--- src/rtl/multicycle_slice_adder_ctrl.sv ---
// Wide adder that reuses one SLICE_WIDTH carry-select adder over WIDTH/SLICE_WIDTH cycles,
// LSB slice first, carrying between slices through a register. Valid/ready on both sides.

module csel_block #(
  parameter int BW = 8
) (
  input  logic [BW-1:0] a,
  input  logic [BW-1:0] b,
  input  logic          cin,
  output logic [BW-1:0] s,
  output logic          cout
);
  logic [BW:0] r0, r1;

  // Both carry-in outcomes computed up front; the incoming carry only drives the mux.
  assign r0   = {1'b0, a} + {1'b0, b};
  assign r1   = {1'b0, a} + {1'b0, b} + {{BW{1'b0}}, 1'b1};
  assign s    = cin ? r1[BW-1:0] : r0[BW-1:0];
  assign cout = cin ? r1[BW]     : r0[BW];
endmodule

module carry_chain_adder #(
  parameter int W  = 32,
  parameter int BW = 8
) (
  input  logic [W-1:0] a,
  input  logic [W-1:0] b,
  input  logic         cin,
  output logic [W-1:0] s,
  output logic         cout
);
  localparam int NB = W / BW;

  logic [NB-1:0][BW-1:0] a_blk, b_blk, s_blk;
  logic [NB:0]           carry;

  assign a_blk    = a;
  assign b_blk    = b;
  assign carry[0] = cin;
  assign s        = s_blk;
  assign cout     = carry[NB];

  for (genvar i = 0; i < NB; i++) begin : g_blk
    csel_block #(.BW(BW)) u_blk (
      .a    (a_blk[i]),
      .b    (b_blk[i]),
      .cin  (carry[i]),
      .s    (s_blk[i]),
      .cout (carry[i+1])
    );
  end
endmodule

module multicycle_slice_adder_ctrl #(
  parameter int WIDTH       = 128,
  parameter int SLICE_WIDTH = 32,
  parameter int BLOCK_WIDTH = 8
) (
  input  logic             iClk,
  input  logic             iRst,
  input  logic             iValid,
  output logic             oReady,
  input  logic [WIDTH-1:0] iA,
  input  logic [WIDTH-1:0] iB,
  input  logic             iC,
  output logic             oValid,
  input  logic             iReady,
  output logic [WIDTH-1:0] oS,
  output logic             oC
);
  localparam int NSLICES = WIDTH / SLICE_WIDTH;
  localparam int CNT_W   = $clog2(NSLICES) + 1;
  localparam int IDX_W   = (NSLICES > 1) ? $clog2(NSLICES) : 1;

  if ((SLICE_WIDTH > WIDTH) || (WIDTH % SLICE_WIDTH != 0) || (SLICE_WIDTH % BLOCK_WIDTH != 0)) begin : g_bad_param
    $error("multicycle_slice_adder_ctrl: WIDTH/SLICE_WIDTH/BLOCK_WIDTH must nest as exact multiples");
  end

  typedef enum logic [1:0] {IDLE, RUN, DONE} state_t;

  state_t state_q, state_d;

  logic [NSLICES-1:0][SLICE_WIDTH-1:0] op_a, op_b, sum_q;
  logic                                carry_q;
  logic                                c_out_q;
  logic [CNT_W-1:0]                    cnt_q;
  logic [IDX_W-1:0]                    idx;
  logic                                last;
  logic                                accept;
  logic                                step;
  logic [SLICE_WIDTH-1:0]              slice_s;
  logic                                slice_c;

  assign idx  = cnt_q[IDX_W-1:0];
  assign last = (cnt_q == CNT_W'(NSLICES - 1));

  carry_chain_adder #(.W(SLICE_WIDTH), .BW(BLOCK_WIDTH)) u_add (
    .a    (op_a[idx]),
    .b    (op_b[idx]),
    .cin  (carry_q),
    .s    (slice_s),
    .cout (slice_c)
  );

  always_ff @(posedge iClk) begin
    if (iRst) state_q <= IDLE;
    else      state_q <= state_d;
  end

  always_comb begin
    state_d = state_q;
    oReady  = 1'b0;
    oValid  = 1'b0;
    accept  = 1'b0;
    step    = 1'b0;
    case (state_q)
      IDLE: begin
        oReady = 1'b1;
        if (iValid) begin
          accept  = 1'b1;
          state_d = RUN;
        end
      end
      RUN: begin
        step = 1'b1;
        if (last) state_d = DONE;
      end
      DONE: begin
        oValid = 1'b1;
        if (iReady) state_d = IDLE;
      end
      default: state_d = IDLE;
    endcase
  end

  // Operands are captured once so the source may change them while the slices run.
  always_ff @(posedge iClk) begin
    if (iRst) begin
      op_a    <= '0;
      op_b    <= '0;
      sum_q   <= '0;
      carry_q <= 1'b0;
      c_out_q <= 1'b0;
      cnt_q   <= '0;
    end else if (accept) begin
      op_a    <= iA;
      op_b    <= iB;
      carry_q <= iC;
      cnt_q   <= '0;
    end else if (step) begin
      sum_q[idx] <= slice_s;
      carry_q    <= slice_c;
      cnt_q      <= cnt_q + CNT_W'(1);
      if (last) c_out_q <= slice_c;
    end
  end

  assign oS = sum_q;
  assign oC = c_out_q;
endmodule
--- config.mk ---
export PLATFORM = sky130hd
export DESIGN_NAME = multicycle_slice_adder_ctrl
export DESIGN_NICKNAME = d
export VERILOG_FILES = /design/src/rtl/multicycle_slice_adder_ctrl.sv
export SDC_FILE = /design/constraint.sdc
export NUM_CORES = 1
export LEC_CHECK = 0
export CAP_MARGIN = 20
export CORE_MARGIN = 10
export CORE_UTILIZATION = 51
export CTS_CLUSTER_DIAMETER = 80
export DETAILED_ROUTE_END_ITERATION = 12
export PLACE_DENSITY = 0.84
export SLEW_MARGIN = 0
export SYNTH_ARGS = -nofsm -noshare
export SYNTH_HDL_FRONTEND = slang
export SYNTH_HIERARCHICAL = 1
export SYNTH_SLANG_ARGS = --single-unit
--- constraint.sdc ---
create_clock -name iClk -period 7.9 [get_ports iClk]
set_clock_uncertainty 0.1 [all_clocks]
set_input_delay 0.79 -clock iClk [delete_from_list [all_inputs] [get_ports iClk]]
set_output_delay 0.79 -clock iClk [all_outputs]
set_load 0.02 [all_outputs]
==> flow_metrics.tcl <==
set metrics [dict create \
    synth_nets 2331 \
    hp-class "flop to flop" \
    crit_type "flop to flop" \
    area_growth_pct 29.3 \
    die_w_um 204 \
    yosysMostFrequentCell "nand2_1" \
    crit_path_max_fanout 35 \
    yosysWarnings 6 \
    wl_per_cell_um 19.4 \
    first_pass_iters 5 \
    clockBufferDepth 3 \
    synth_edf_count 0 \
    worstReg2RegEnd "oS[95]" \
    ys_seq_elements 391 \
    syn_inst 2025 \
    hold_violations 0 \
    drive_gt1_share_pct 7.38 \
    antenna_found_initial 8 \
    worst-r2r-setup-slack_ns 0.82 \
    max_freq_mhz 141 \
    arrival_ns 7.42 \
    hold_buffers 0 \
    maxCapViolCount 0 \
    powerDensity_mw_per_mm2 212 \
    period_needed_ns 7.08 \
    grt_util_all_layers_pct 25.0 \
    drc_errors 0 \
    startpoint "cnt_q[0]" \
    synth_top_cell_by_area "dfxtp_1" \
    hold-worst-slack_ns 0.350 \
    cts_buffers 40 \
    start_util_pct 51.6 \
    synthArstFlopShare_pct 0 \
    ys_seq_area_share_pct 45.4 \
    cp_slowest_cell "dfxtp_4" \
    end_kind "flop" \
    yosys-top-cells-area "dfxtp_1, nand2_1, a21oi_1" \
    r2r_cells 25 \
    synth_flop_cell "dfxtp_1" \
    syn-cell-area_mm2 0.0172 \
    worst_ir_drop_vdd_v 0.000129 \
    pin_count 392 \
    finalCritPeriodShare_pct 89.7 \
    synth_top_area_share_pct 45.4 \
    clkSlewWorstSetupHoldPaths_ns 0.06 \
    hpwl_mm 39.5 \
    grt_pass1_wl_mm 84.0 \
    core-area_mm2 0.0334 \
    endpoint "oS[95]" \
    critPathRequiredTime_ns 8.24 \
    grt_max_degree 198 \
    drt_first_iter_violations 1184 \
    grt_pass1_vias 15300 \
    htree_levels 2 \
    port_buffers 391 \
    max_stage_delay_ns 0.77 \
    synth_cell_types 44 \
    setup_viol 0 \
    place.gp.congestion 0.882 \
    crit_path_start_kind "flop" \
    die_y_um 204 \
    place_inst 2736 \
    rsz0062_at_grt "no" \
    cts_resized 0 \
    cts_root_buffer "clkbuf_16" \
    slew_headroom_pct 26.8 \
    power_uw 4740 \
    p_leak_uw 0.00802 \
    status "finished clean" \
    viasPerCell 5.50 \
    routed_wl_mm 54.4 \
    avgSynthCellArea_um2 8.52 \
    layout.cells.non_filler 2808 \
    worst-slew-pin-transition_ns 1.10 \
    synthTopCellsByCount "nand2_1, a21oi_1, dfxtp_1" \
    vias 15500 \
    finalNetCount 2636 \
    clk_latency_ns 0.54 \
    slew_viol_final 0 \
    clock_sinks 391 \
    cts_tree "yes" \
    postCtsSetupBuffers 0 \
    dieArea_mm2 0.0416 \
    reg2reg_from "cnt_q[0]" \
    drtAntennaViolNets 0 \
    nFillCells 2584 \
    row_count 67 \
    overflow 0 \
    setup_tns_ns 0 \
]
-- cell type report --
cell class | count | area (µm²) | area share (%)
Sequential cell | 391 | 7840 | 35.1
Clock inverter | 12 | 129 | 0.578
Inverter | 21 | 78.8 | 0.353
Timing Repair Buffer | 409 | 4070 | 18.2
Antenna cell | 3 | 7.51 | 0.0337
Multi-Input combinational cell | 1467 | 8460 | 37.9
Tap cell | 448 | 561 | 2.51
Clock buffer | 57 | 1170 | 5.23
-- logic make-up (layout without fill, tap and decap cells) --
family / Yosys count / in the layout / synth area share [%]
adders and majority gates: 45 / 45 / 3.44
other: 0 / 3 / 0
AOI/OAI and AO/OA: 449 / 449 / 14.1
buffers and inverters: 167 / 499 / 5.60
DFF: 391 / 391 / 45.4
and+or+nand+nor: 848 / 848 / 19.6
muxes: 72 / 72 / 8.85
xor gates and xnor gates: 53 / 53 / 3.04
-- power breakdown --
group | internal, µW | switching, µW | total (µW) | leakage [µW]
clock | 1090 | 774 | 1870 | 0.000638
sequential | 2070 | 61.0 | 2130 | 0.00320
combinational | 327 | 413 | 740 | 0.00418
-- through the flow --
step | setup slack, ns | util (%) | cell area, µm²
floorplan | 1.92 | - | 17200
global placement | 1.19 | 62.8 | 21000
detailed placement | 0.904 | 62.8 | 21000
CTS | 0.822 | 66.7 | 22300
global route | 0.332 | 66.7 | 22300
finish | 0.816 | 66.7 | 22300
-- worst max-delay path: cells and delay by family (launching register included) --
family	cells	cell delay (ns)
simple gates	14	3.02
flops	1	0.77
mux	1	0.60
compound gates	6	1.31
xor+xnor	2	0.54
fa+ha+maj	2	0.64
-- state kept, by name, indices dropped and copies added, names as in the netlist --
name	cells
state_q	2
carry_q	1
oS	128
op_a	128
op_b	128
cnt_q	3
oC	1
-- routing by layer --
layer	track usage, %	part of all wire (%)	wire length, µm	vias to the layer above
met4	7.33	2.4	1330	8
li1	-	-	-	7364
met3	6.10	8.6	4680	100
met5	0	0.097	53	-
met1	32.1	41	22500	7339
met2	41.1	47	25800	647
-- how the worst min path moves through the flow --
stage | from | endpoint | cells after the start
floorplan | op_a[32] | op_a[32] | 2
global placement | op_a[86] | op_a[86] | 2
detailed placement | oS[50] | oS[50] | 2
CTS | oS[50] | oS[50] | 2
global route | op_a[82] | op_a[82] | 2
finish | oS[50] | oS[50] | 2
-- cells in the final DEF, fill, tap and decap left out, drive strengths merged, types with 4 or more instances in the layout --
| cell type | instances |
|---|---|
| nand2 | 777 |
| a21oi | 407 |
| dfxtp | 391 |
| clkdlybuf4s50 | 390 |
| mux4 | 64 |
| clkbuf | 57 |
| ha | 41 |
| xnor2 | 33 |
| inv | 24 |
| xor2 | 20 |
| buf | 19 |
| nor2 | 13 |
| nand3 | 13 |
| o21ai | 12 |
| o311ai | 8 |
| nand2b | 6 |
| clkinv | 6 |
| nand3b | 5 |
| a211oi | 5 |
| or3b | 5 |
| nor2b | 4 |
| and3b | 4 |
| mux2i | 4 |
| o21a | 4 |
| o2111ai | 4 |
| o21bai | 4 |
| or2 | 4 |
| and4 | 4 |
| mux2 | 4 |
| nand4 | 4 |
| or3 | 4 |
| o211ai | 4 |
| fa | 4 |
Power figures use the tool's default switching activity.
